## src/rtl/read_responder.sv

```systemverilog
// Read-mode responder: fetches start_len bytes of register start_cmd from the
// register file and streams them to the serial transmitter over valid/ready.
module read_responder #(
  parameter int unsigned RD_LATENCY = 1
) (
  input  logic        clk_usb,
  input  logic        rst_n,
  input  logic        start,
  input  logic [5:0]  start_cmd,
  input  logic [15:0] start_len,
  output logic        busy,
  output logic        done,
  output logic [5:0]  reg_cmd,
  output logic [15:0] reg_bytecount,
  output logic        reg_read,
  input  logic [7:0]  reg_data_out,
  output logic [7:0]  tx_data,
  output logic        tx_valid,
  input  logic        tx_ready
);

  localparam int unsigned CNT_W = 3;
  localparam int unsigned IDX_W = 16;

  typedef enum logic [2:0] {
    S_IDLE,
    S_FETCH,
    S_WAIT,
    S_SEND,
    S_DONE
  } state_t;

  state_t             state;
  logic [IDX_W-1:0]   len;
  logic [CNT_W-1:0]   wait_cnt;
  logic [IDX_W:0]     next_idx_c;

  // One bit wider than the index so the end-of-response compare never sees a wrap.
  assign next_idx_c = {1'b0, reg_bytecount} + (IDX_W + 1)'(1);

  always_ff @(posedge clk_usb) begin
    if (!rst_n) begin
      state         <= S_IDLE;
      busy          <= 1'b0;
      done          <= 1'b0;
      reg_cmd       <= '0;
      reg_bytecount <= '0;
      reg_read      <= 1'b0;
      tx_data       <= '0;
      tx_valid      <= 1'b0;
      len           <= '0;
      wait_cnt      <= '0;
    end else begin
      done     <= 1'b0;
      reg_read <= 1'b0;
      case (state)
        S_IDLE: begin
          if (start) begin
            reg_cmd       <= start_cmd;
            len           <= start_len;
            reg_bytecount <= '0;
            busy          <= 1'b1;
            if (start_len != '0) begin
              reg_read <= 1'b1;
              state    <= S_FETCH;
            end else begin
              state    <= S_DONE;
            end
          end
        end
        S_FETCH: begin
          wait_cnt <= CNT_W'(RD_LATENCY);
          state    <= S_WAIT;
        end
        // Read data is valid on the last counted cycle after the strobe.
        S_WAIT: begin
          if (wait_cnt == CNT_W'(1)) begin
            tx_data  <= reg_data_out;
            tx_valid <= 1'b1;
            state    <= S_SEND;
          end else begin
            wait_cnt <= wait_cnt - CNT_W'(1);
          end
        end
        S_SEND: begin
          if (tx_valid && tx_ready) begin
            tx_valid      <= 1'b0;
            reg_bytecount <= next_idx_c[IDX_W-1:0];
            if (next_idx_c == {1'b0, len}) begin
              state <= S_DONE;
            end else begin
              reg_read <= 1'b1;
              state    <= S_FETCH;
            end
          end
        end
        S_DONE: begin
          done  <= 1'b1;
          busy  <= 1'b0;
          state <= S_IDLE;
        end
        default: begin
          state <= S_IDLE;
        end
      endcase
    end
  end

endmodule

```

## config.mk

```make
export PLATFORM = sky130hd
export DESIGN_NAME = read_responder
export DESIGN_NICKNAME = d
export VERILOG_FILES = /design/src/rtl/read_responder.sv
export SDC_FILE = /design/constraint.sdc
export NUM_CORES = 1
export LEC_CHECK = 0
export ABC_AREA = 0
export ABC_CLOCK_PERIOD_IN_PS = 3540
export BUFFER_PORTS_ARGS = -buffer_cell sky130_fd_sc_hd__buf_2
export CORE_ASPECT_RATIO = 1.75
export CORE_MARGIN = 8
export CORE_UTILIZATION = 23
export CTS_CLUSTER_DIAMETER = 80
export DETAILED_ROUTE_END_ITERATION = 12
export HOLD_SLACK_MARGIN = 0.1
export PLACE_DENSITY = 0.4
export SLEW_MARGIN = 40
export SYNTH_ARGS = -nofsm -noshare
export SYNTH_HDL_FRONTEND = slang
export SYNTH_SLANG_ARGS = --single-unit
```

## constraint.sdc

```tcl
create_clock -name clk_usb -period 3.54 [get_ports clk_usb]
set_input_delay 0.354 -clock clk_usb [delete_from_list [all_inputs] [get_ports clk_usb]]
set_output_delay 0.354 -clock clk_usb [all_outputs]
set_load 0.005 [all_outputs]
```

======== Word level (Yosys, flattened, before mapping) ========
Index checks and enable logic that the tools add are counted.
storage, ports and cells
  output and inout port bits .............. 34
  bits of input ports ..................... 34
  word-level logic and storage cells ...... 58
  bits in registers ....................... 56
operators by class
  equal/unequal tests ..................... 10
  reductions and logical operators ........ 14
  $add $sub $neg .......................... 2
  muxes and demuxes ....................... 22
operators by type and width
  kind                     number
  $mux W16                 2
  $pmux W16 S2             1
  $mux W3                  6
  $add A16 B1 Y17 const B  1
  $eq A17 B16 Y1           1
  $reduce_bool A16 Y1      1
  $pmux W3 S4              1
  $reduce_and A3 Y1        3
  $mux W1                  8
  $ne A2 B2 Y1 const B     4
  $reduce_and A2 Y1        4
  $reduce_bool A2 Y1       4
  $eq A3 B1 Y1 const B     2
  $eq A3 B2 Y1 const B     2
  $pmux W1 S2              3
  $pmux W3 S2              1
  $eq A3 B3 Y1 const B     1
  $logic_not A3 Y1         1
  $sub A3 B1 Y3 const B    1
  $logic_and A1 B1 Y1      1

======== Depth between registers and ports, before layout ========
Gate-level depths: netlist of run 1.
  word-level depth ........................ 5
  depth in mapped cells ................... 8
  mapped depth without buffers ............ 8

======== Worst setup path before layout of run 1 ========
Ideal clock, no wire load.
  kind .................................... register to register
  start ................................... register reg_bytecount[0]
  end ..................................... register state[0]
  path buffers ............................ 0
  required time ........................... 3,403 ps
  setup time .............................. 137 ps
  slack ................................... 1,327 ps
  data arrival time ....................... 2,075 ps
  cell stages (with the launch flop) ...... 8
  clock period less this slack ............ 2,213 ps
  cell sequence ........................... dfxtp_1 -> ha_1 -> nand2_1 -> or3_1 -> a2111oi_2 -> o2111ai_1 -> a2111oi_2 -> a31oi_1
between the ends
  cells in the longest elaborated chain, start to end .. 5
RTL lines
  element                 RTL line  RTL
  start, declared         14        output logic [15:0] reg_bytecount,
  start signal, assigned  88        reg_bytecount <= next_idx_c[IDX_W-1:0];
  $add A16 B1 Y17         39        assign next_idx_c = {1'b0, reg_bytecount} + (IDX_W + 1)'(1);
  $eq A17 B16 Y1          89        if (next_idx_c == {1'b0, len}) begin
  $mux W3                 89
  $mux W3                 86        if (tx_valid && tx_ready) begin
  $pmux W3 S4             56        case (state)
  end signal, assigned    65        state <= S_FETCH;
  end signal, assigned    90        state <= S_DONE;
  end signal, assigned    93        state <= S_FETCH;
  end, declared           33        state_t state;
No other way between the ends. The select of a mux whose other input is x is not followed.
A chain may end at the register's enable or synchronous reset.

======== Final worst setup path of run 1 ========
Ends and elaborated chain as after synthesis.

==> implementation parameters, run 1 <==
Parameter                              Value

Power and ir drop
  Power Internal    between 0.001 and 0.0015 W
  Combinational fraction of design power    about an eighth
  Net Sw Power    0.0003628 W
  Leakage component of the power    1.447 nW
  Pwr per Cell Area    395.3 nW/um^2
  Sequential Power Share    49.2%
  Part of the power in the clock network    a little under two fifths
  Peak supply drop    0.0002066 V
  Sw frac    26.27%

STA
  Shortest clock period the worst path allows after layout    2512 ps
  Setup tns final    0 ps
  Fmax    roughly 400 MHz
  # setup viols final    0
  Setup slack of the critical path after layout    1028 ps
  Final cycle utilization of the critical path    70.95%
  Clock Skew    between 2 and 3 ps
  Pin slew with the least headroom to its limit    607.2 ps
  Unrepaired setup endpoints after global routing    no
  Final slew viol count    0
  Slew headroom    59.40%
  Final hold vios    0
  Worst Hold Margin    283.8 ps

Die
  Core area    12360 sq um
  I/O Pins    68
  Die span in x    100.5 um
  Row count    54
  Die Area    16460 sq um
  Effective utilization at floorplan    23.23%
  Die height    163.8 um

CTS
  CTS-repair resized insts    0
  Post-CTS setup buffer count    0
  CTS Buf Count    5
  Worst-skew pair later-pin latency    approximately 300 ps
  Worst-path clk slew    70 ps
  Deepest clock path buffer count    2
  Clock tree root driver cell    clkbuf_16
  Sink Count    56
  CTS tree    done
  Number of H-tree levels    2
  Cts hold-fix bufs    0

Setup path
  Type of the worst setup path    register to register
  Top Family by Delay on Critical Path    compound AO/OA/AOI/OAI gates
  Crit start category    register
  Largest incremental delay on the critical path    450 ps
  Largest fanout on the critical path    7
  Data arrival, critical path    2680 ps
  Worst path bufs/invs    0
  CP max stage cell    dfxtp_1
  Depth of the critical timing path with buffers and inverters included    7
  Ordered list of cells on the worst path    ha_1 > nand2_1 > or3_1 > a2111oi_2 > o2111ai_1 > a2111oi_2 > a31oi_1
  Register-to-Register Path Depth    7
  Data required time of the critical path    around 3700 ps
  Most repeated library cell on the critical path    a2111oi_2
  CP Capture Type    register

Yosys
  Number of enable-type register cells in the synthesized netlist    0
  Fraction of the mapped netlist area in adder cells    ~1.3%
  Post-synthesis average cell area    roughly 8 sq um
  Combinational family with the most area after synthesis    simple AND/OR/NAND/NOR gates
  Gate count of the mapped netlist    363
  Number of storage elements in the synthesis netlist    56
  Post-synthesis cell type with the largest combined area    dfxtp_1
  Synth Area in Compound Gates    16.64%
  Share of cell area taken by muxes after synthesis    approximately 4.2%
  Most common flop cell mapped by yosys    dfxtp_1
  Nets in the synthesized netlist    400
  Mapped cell area    about 2900 sq um
  Sequential element share of the synthesized area    about two fifths
  Top-area cell type share of the netlist area    39.02%
  Area share of xor/xnor cells in the synthesized design    under 10%
  Cell variety after synth    53
  Async set-or-reset flop fraction in the synthesized netlist    0%
  Total number of yosys warnings    0
  Biggest area contributors in the synthesized netlist    dfxtp_1 (39%), nand2_1 (8.5%), a21oi_1 (7.3%)
  Simple-gate portion of the synthesized area    28.35%

Hold path
  Kind of path behind the tightest hold check    primary input to register
  Worst Hold Path Cells    3

Finish
  Area added between synthesis and finish    21.60%
  Post-layout net count    about 460
  Share of the core filled with cells in the final layout    28.25%
  Proportion of layout cells with a drive suffix above 1    22.04%
  Antenna diode count    0

Route
  Total routed wirelength    9150 um
  Routed length per instance    15.51 um
  Iter 0 DRT Violations    127
  Number of vias per cell    4.564
  Post-DRT Antenna Nets    0
  Overall via count from detail_route    ~2700
  Remaining design rule violation count    0
  Number of iterations in the first detailed-routing pass    4

Placed design
  Detailed Place HPWL    7012 um
  Port bufs    67
  Setup WS pre-CTS    1018 ps
  Final weighted congestion of routability-driven global placement    0.8482

GRT
  Via count of the first global-routing pass    2672
  Tot GR Track Use    11.25%
  First-pass GRT wire length    around 14000 um
  Antenna violations before repair    0
  Pin count of the biggest net entering global routing    29
  Congestion Overflow GR    0

Outcome
  Outcome    completed

Flow run
  Number of max-cap violations    0
==> cells in the final DEF (no fill, tap or decap), types with 4 or more instances in the layout <==
master      n
a211oi_1    4
dfxtp_1    56
buf_2      67
o21ai_0    14
a21oi_1    42
xnor2_1    12
mux2i_1    11
inv_1       6
nand3_1     8
buf_4       6
nor4_1     10
nand4_1     6
nor3_1      7
xor2_1      6
nand2_1    65
clkbuf_16   5
nor2_1     43
==> layer usage <==
layer  share of wire [%]  vias up  global-route usage [%]  routed length [um]
li1                    -     1381                       -                   -
met4                 2.0        0                   5.329                 187
met5                   0        -                       0                   0
met3                 3.8        8                   1.952                 350
met1                  38     1241                   11.11                3502
met2                  56       63                   21.79                5110
==> flip-flops by register name (all words and copies together) (netlist names) <==
name,cells
busy,1
done,1
len,16
reg_bytecount,16
reg_cmd,6
reg_read,1
state,3
tx_data,8
tx_valid,1
wait_cnt,3
==> worst reg2reg max path, delay by kind of cell (launching register included) <==
kind / cells / cell delay (ps)
adder cells (fa/ha/maj): 1 / 310
flip-flops: 1 / 450
AO/OA/AOI/OAI: 4 / 1110
AND/OR/NAND/NOR: 2 / 520
==> power groups by stage <==
stage | clock network [W] | logic (W) | registers, W
floorplan | 0 | 0.000116 | 0.000690
global placement | 0 | 0.000186 | 0.000695
detailed placement | 0 | 0.000187 | 0.000695
CTS | 0.000541 | 0.000188 | 0.000680
global route | 0.000561 | 0.000209 | 0.000684
finish | 0.000519 | 0.000183 | 0.000680
==> path summary, 6_finish.rpt <==
check | from | end | slack (ps)
max | reg_bytecount[0] | state[0] | 1030
min | reg_data_out[3] | tx_data[3] | 280
max reg2reg | reg_bytecount[0] | state[0] | 1030
min reg2reg | reg_cmd[0] | reg_cmd[0] | 460
==> kinds of logic after synthesis <==
| logic type | Yosys count |
|---|---|
| buf+inv | 29 |
| flops | 56 |
| mux | 12 |
| fa+ha+maj | 3 |
| xor+xnor | 18 |
| compound gates | 79 |
| simple gates | 166 |
==> Yosys cell counts (all sizes together), types with 2 or more instances <==
master,count
nand4,7
xor2,6
mux2i,11
ha,3
and3,2
clkbuf,19
buf,3
or3,4
a31oi,2
o31ai,3
dfxtp,56
a21oi,42
a211oi,4
nand2,65
nor4,11
nor3b,2
nand3,9
a22oi,2
nand2b,2
nor2,43
a2111oi,2
or2,2
nor3,7
o21ai,14
nor2b,3
and4,2
xnor2,12
inv,7
==> per-stage QoR <==
| step | total power [W] | cell area (sq um) | instances |
|---|---|---|---|
| 2_1_floorplan | 0.0008060 | 2873 | 363 |
| 3_3_place_gp | 0.0008814 | 3347 | 582 |
| 3_5_place_dp | 0.0008823 | 3347 | 582 |
| 4_1_cts | 0.001409 | 3493 | 590 |
| 5_1_grt | 0.001454 | 3493 | 590 |
| 6_report | 0.001381 | 3493 | 590 |
==> cell type report <==
class | count | area (sq um)
fill | 1363 | 8871
multi-input combinational | 278 | 1609
sequential | 56 | 1121
timing repair buffer | 73 | 380.4
tap | 168 | 210.2
clock buffer | 8 | 146.4
inverter | 7 | 26.28
(Power assumes the default switching activity.)
==> run 2: changes to the inputs <==
- ABC_CLOCK_PERIOD_IN_PS: 3540 -> 2580
- clock period: 3.54 -> 2.58 ns (I/O delays scaled with it)
==> run 2 against run 1 <==
Compared with the run above:
- cell count up 1.7%
- sequential power increased by 37%
- critical endpoint unchanged
- register-to-register slack got worse by 760 ps
- critical path type unchanged
==> implementation parameters, run 2 (synthesized netlist as in run 1, its figures left out) <==
Parameter                              Value

Outcome
  Outcome    completed

Finish
  Proportion of layout cells with a drive suffix above 1    24.07% (+2.0 points)
  Most common library cell in the layout ignoring fill and taps    buf_2
  Sequential cell area    1122 sq um (+0.11%)
  Post-layout net count    468 (+2.2%)
  Count of filler cells inserted in the layout    1367 (+0.29%)
  Antenna diode count    0 (unchanged)
  Final cell count without fillers    600 (+1.7%)
  Commonest cells after routing, fill and taps aside    buf_2 (67), nand2_1 (65), dfxtp_1 (55), nor2_1 (43), a21oi_1 (42)
  Area added between synthesis and finish    24.83%
  Registers with the most flip-flops    len (16), reg_bytecount (16), tx_data (8)
  Multi-input gate area in the final layout    1622 sq um (+0.78%)

Setup path
  Register-to-Register Path Depth    7 (unchanged)
  Crit start category    register
  CP Capture Type    register
  Worst reg2reg startpoint    reg_bytecount[0]
  CP max stage cell    dfxtp_1
  Data required time of the critical path    2750 ps (-960 ps)
  CP Launch Point    reg_bytecount[0]
  Setup slack, reg-to-reg    270 ps (-760 ps)
  Type of the worst setup path    register to register
  Endpoint of the worst setup timing path    state[0]
  Largest fanout on the critical path    7 (unchanged)
  Worst reg2reg path endpoint    state[0]
  Ordered list of cells on the worst path    ha_1 > nand2_1 > or3_1 > a2111oi_2 > o2111ai_1 > a2111oi_4 > a31oi_1
  Largest incremental delay on the critical path    450 ps (about the same)
  Data arrival, critical path    2480 ps (-200 ps)

Hold path
  Hold Crit Start    reg_data_out[6]
  Kind of path behind the tightest hold check    primary input to register

CTS
  Post-CTS setup buffer count    0 (unchanged)
  Number of H-tree levels    2 (unchanged)
  Worst-path clk slew    70 ps (about the same)
  CTS Buf Count    5 (unchanged)
  CTS tree    done
  Worst-skew pair later-pin latency    300 ps (about the same)
  Sink Count    56 (unchanged)
  Cts hold-fix bufs    0 (unchanged)
  Deepest clock path buffer count    2 (unchanged)
  Clock tree root driver cell    clkbuf_16
  CTS-repair resized insts    0 (unchanged)

Power and ir drop
  Net Sw Power    0.0005004 W (+38%)
  Peak supply drop    0.0001991 V (-3.6%)
  Sw frac    26.37% (+0.10 points)
  Power Internal    0.001397 W (+37%)
  Design Power    0.001898 W (+37%)
  Combinational fraction of design power    13.3% (about the same)
  Sequential Power Share    49.2% (about the same)
  Leakage component of the power    1.500 nW (+3.6%)
  Part of the power in the clock network    37.5% (about the same)
  Pwr per Cell Area    529.2 nW/um^2 (+34%)

STA
  Final cycle utilization of the critical path    89.58% (+19 points)
  Clock Skew    4.445 ps (+1.465 ps)
  Final slew viol count    0 (unchanged)
  Slew headroom    59.40% (about the same)
  Fmax    432.7 MHz (+8.7%)
  Pin slew with the least headroom to its limit    607.2 ps (+0.04476 ps)
  Shortest clock period the worst path allows after layout    2311 ps (-200.4 ps)
  Unrepaired setup endpoints after global routing    no
  Worst Hold Margin    187.4 ps (-96.41 ps)
  Setup tns final    0 ps (unchanged)
  Final hold vios    0 (unchanged)
  # setup viols final    0 (unchanged)

Die
  I/O Pins    68 (unchanged)
  Die span in x    100.5 um (unchanged)
  Effective utilization at floorplan    23.23% (unchanged)
  Die height    163.8 um (unchanged)
  Die Area    16460 sq um (unchanged)
  Core area    12360 sq um (unchanged)
  Row count    54 (unchanged)

GRT
  Antenna violations before repair    0 (unchanged)
  Tot GR Track Use    11.67% (+0.42 points)
  Pin count of the biggest net entering global routing    26 (-10%)
  Via count of the first global-routing pass    2774 (+3.8%)
  Congestion Overflow GR    0 (unchanged)
  First-pass GRT wire length    14950 um (+3.9%)

Route
  Total routed wirelength    9321 um (+1.9%)
  Routed length per instance    15.54 um (+0.17%)
  Post-DRT Antenna Nets    0 (unchanged)
  Remaining design rule violation count    0 (unchanged)
  Iter 0 DRT Violations    109 (-14%)
  Overall via count from detail_route    2791 (+3.6%)
  Number of vias per cell    4.652 (+1.9%)
  Number of iterations in the first detailed-routing pass    4 (unchanged)

Placed design
  Port bufs    67 (unchanged)
  Detailed Place HPWL    7270 um (+3.7%)
  Count of placed standard cells including taps    592 (+1.7%)
  Final weighted congestion of routability-driven global placement    0.8536 (+0.64%)

Flow run
  Number of max-cap violations    0 (unchanged)
[run 2: power by group through the flow]
stage | clock network, W | registers [W] | logic [W]
2_1_floorplan | 0 | 0.000946 | 0.000160
3_3_place_gp | 0 | 0.000955 | 0.000255
3_5_place_dp | 0 | 0.000955 | 0.000256
4_1_cts | 0.000745 | 0.000935 | 0.000258
5_1_grt | 0.000777 | 0.000941 | 0.000289
6_report | 0.000711 | 0.000934 | 0.000253
[run 2: critical path, delay by kind of cell (launching register included)]
kind,cells,cell delay [ps]
compound gates,4,1050
fa+ha+maj,1,210
flops,1,450
simple gates,2,480
[run 2: final cells by class]
cell class                 instances  area share, %
clock inverter                     1         0.2094
clock buffer                       7          3.978
timing repair buffer              83          12.70
tap                              168          5.862
multi-input combinational        278          45.22
sequential                        56          31.30
inverter                           7         0.7327
[run 2: worst min-delay path by stage]
stage | endpoint | slack, ps | depth (start not counted)
after CTS | reg_cmd[2] | 180 | 3
after floorplan | reg_bytecount[11] | 380 | 1
after detailed placement | reg_cmd[0] | 450 | 2
final | tx_data[6] | 190 | 3
after global placement | reg_cmd[0] | 440 | 2
after global routing | reg_cmd[5] | 190 | 3
[run 2: metal layers]
layer / track usage [%] / up-vias / wire length [um]
li1: - / 1395 / -
met1: 11.65 / 1327 / 3653
met2: 22.21 / 53 / 5147
met3: 1.910 / 16 / 244
met4: 6.228 / 0 / 277
met5: 0 / - / 0
[run 2: metrics by stage]
stage | setup slack, ps | instance area (sq um) | util (%)
after floorplan | 367.4 | 2873 | -
after global placement | 241.7 | 3422 | 27.68
after global routing | 25.45 | 3586 | 29.00
after detailed placement | 194.8 | 3422 | 27.68
after CTS | 181.4 | 3572 | 28.89
final | 268.9 | 3586 | 29.00
==> run 3: changes to the inputs <==
- CORE_ASPECT_RATIO: 1.75 -> default
- TNS_END_PERCENT: default -> 50
==> run 3 against run 2 <==
Compared with the run above:
- first-iteration DRC count grew 20%
- via count down 3.3%
- global-route usage is 0.89 points lower
- setup slack worse by 67 ps
- critical path depth is 1 lower
- critical endpoint unchanged
- clock skew rose by 1.1 ps
- flip-flop and latch count unchanged
- combinational power down 2%
- clock-buffer cell count down 1
- core utilization fell by 0.15 points
- sequential share of layout area about the same
- highest routed layer unchanged
- largest cell class unchanged
==> implementation parameters, run 3 (synthesized netlist as in run 1, its figures left out) <==
Parameter                              Value

Setup path
  CP max stage cell    dfxtp_1
  Largest fanout on the critical path    9 (+2)
  Crit start category    register
  Worst reg2reg startpoint    reg_bytecount[3]
  CP Launch Point    reg_bytecount[3]
  Data arrival, critical path    2540 ps (+60 ps)
  Largest incremental delay on the critical path    540 ps (+90 ps)
  Type of the worst setup path    register to register
  Data required time of the critical path    2750 ps (about the same)
  CP Capture Type    register
  Ordered list of cells on the worst path    nand3_2 > or3_1 > a2111oi_2 > o2111ai_1 > a2111oi_4 > a31oi_1

Finish
  Registers with the most flip-flops    len (16), reg_bytecount (16), tx_data (8)
  Commonest cells after routing, fill and taps aside    buf_2 (67), nand2_1 (65), dfxtp_1 (55), nor2_1 (43), a21oi_1 (42)
  Most common library cell in the layout ignoring fill and taps    buf_2
  Antenna diode count    0 (unchanged)
  Area added between synthesis and finish    24.70%
  Proportion of layout cells with a drive suffix above 1    24.13% (+0.056 points)
  Post-layout net count    467 (-0.21%)
  Design Area, Final    3582 sq um (-0.10%)

STA
  Final hold vios    0 (unchanged)
  Unrepaired setup endpoints after global routing    no
  Clock Skew    5.528 ps (+1.083 ps)
  Final slew viol count    0 (unchanged)
  Fmax    420.5 MHz (-2.8%)
  # setup viols final    0 (unchanged)
  Pin slew with the least headroom to its limit    584.8 ps (-22.41 ps)
  Slew headroom    60.89% (+1.5 points)
  Shortest clock period the worst path allows after layout    2378 ps (+67.26 ps)
  Setup tns final    0 ps (unchanged)
  Worst Hold Margin    197.4 ps (+9.996 ps)
  Final cycle utilization of the critical path    92.19% (+2.6 points)

Route
  Number of vias per cell    4.474 (-3.8%)
  Remaining design rule violation count    0 (unchanged)
  Post-DRT Antenna Nets    0 (unchanged)
  Number of iterations in the first detailed-routing pass    4 (unchanged)
  Total routed wirelength    8622 um (-7.5%)
  Overall via count from detail_route    2698 (-3.3%)
  Iter 0 DRT Violations    131 (+20%)
  Routed length per instance    14.30 um (-8.0%)

Power and ir drop
  Peak supply drop    0.0002108 V (+5.9%)
  Combinational fraction of design power    13.2% (about the same)
  Sequential Power Share    49.9% (+0.7 points)
  Part of the power in the clock network    36.9% (-0.6 points)
  Net Sw Power    0.0004819 W (-3.7%)
  Leakage component of the power    1.502 nW (+0.16%)
  Sw frac    25.71% (-0.66 points)
  Power Internal    0.001393 W (-0.34%)
  Pwr per Cell Area    523.3 nW/um^2 (-1.1%)

Hold path
  Hold Crit Start    reg_data_out[1]
  Kind of path behind the tightest hold check    primary input to register

CTS
  Worst-path clk slew    70 ps (about the same)
  Number of H-tree levels    2 (unchanged)
  Deepest clock path buffer count    2 (unchanged)
  CTS tree    done
  Post-CTS setup buffer count    0 (unchanged)
  CTS Buf Count    5 (unchanged)
  Clock tree root driver cell    clkbuf_16
  Sink Count    56 (unchanged)
  Worst-skew pair later-pin latency    290 ps (about the same)

Die
  Core area    12410 sq um (+0.40%)
  Row count    41 (-24%)
  Die Area    16320 sq um (-0.85%)
  Die span in x    127.8 um (+27%)
  Die height    127.8 um (-22%)
  Effective utilization at floorplan    23.14% (-0.094 points)
  I/O Pins    68 (unchanged)

GRT
  Met3 GRT Util    3.161% (+1.3 points)
  Met2 Track Usage GR    16.15% (-6.1 points)
  Pin count of the biggest net entering global routing    29 (+12%)
  Met1 Usage GRT    14.92% (+3.3 points)
  Via count of the first global-routing pass    2699 (-2.7%)
  Global-route layer with the greatest usage    met2
  Antenna violations before repair    0 (unchanged)
  Congestion Overflow GR    0 (unchanged)
  Tot GR Track Use    10.78% (-0.89 points)
  First-pass GRT wire length    14160 um (-5.3%)

Placed design
  Area after detailed placement    3420 sq um (about the same)
  Port bufs    67 (unchanged)
  Final weighted congestion of routability-driven global placement    0.8015 (-6.1%)
  Detailed Place HPWL    6584 um (-9.4%)

Outcome
  Outcome    completed

Flow run
  Number of max-cap violations    0 (unchanged)
[run 3: timing repair]
item	in CTS	in global routing
endpoints found under the setup margin	0	3
gates resized for setup	0	2
hold buffers	0	0
[run 3: final cells by class]
type,count,area (sq um)
multi-input cells,278,1622
repair buffers,82,447.9
inverters,7,26.28
fillers,1417,8832
clock buffers,6,138.9
clock inverters,2,10.01
well taps,172,215.2
flip-flops and latches,56,1122
[run 3: power groups by stage]
stage	logic (W)	clock network (W)	registers, W
2_1_floorplan	0.000160	0	0.000946
3_3_place_gp	0.000248	0	0.000956
3_5_place_dp	0.000250	0	0.000956
4_1_cts	0.000251	0.000732	0.000936
5_1_grt	0.000287	0.000763	0.000942
6_report	0.000248	0.000691	0.000935
[run 3: worst paths after layout]
check | endpoint | slack (ps) | cells past startpoint
min | tx_data[1] | 200 | 3
max | state[0] | 200 | 6
min reg2reg | reg_cmd[2] | 460 | 2
max reg2reg | state[0] | 200 | 6
[run 3: per-layer routing]
layer,routed length (um),vias to the layer above
met5,0,-
met4,59,0
met3,475,4
met2,3717,60
met1,4370,1239
li1,-,1395
[run 3: stage by stage]
step	power (W)	utilization [%]	setup WS, ps	std cells
after floorplan	0.001106	-	367.4	363
after global placement	0.001204	27.54	244.7	595
after detailed placement	0.001206	27.54	120.9	595
after CTS	0.001919	28.74	115.6	603
after global routing	0.001992	28.86	38.24	603
final	0.001875	28.86	201.6	603
[run 3: worst max-delay path: cells and delay by family, from the launching register on]
family	cells	cell delay, ps
simple gates	2	600
flops	1	540
compound gates	4	1120
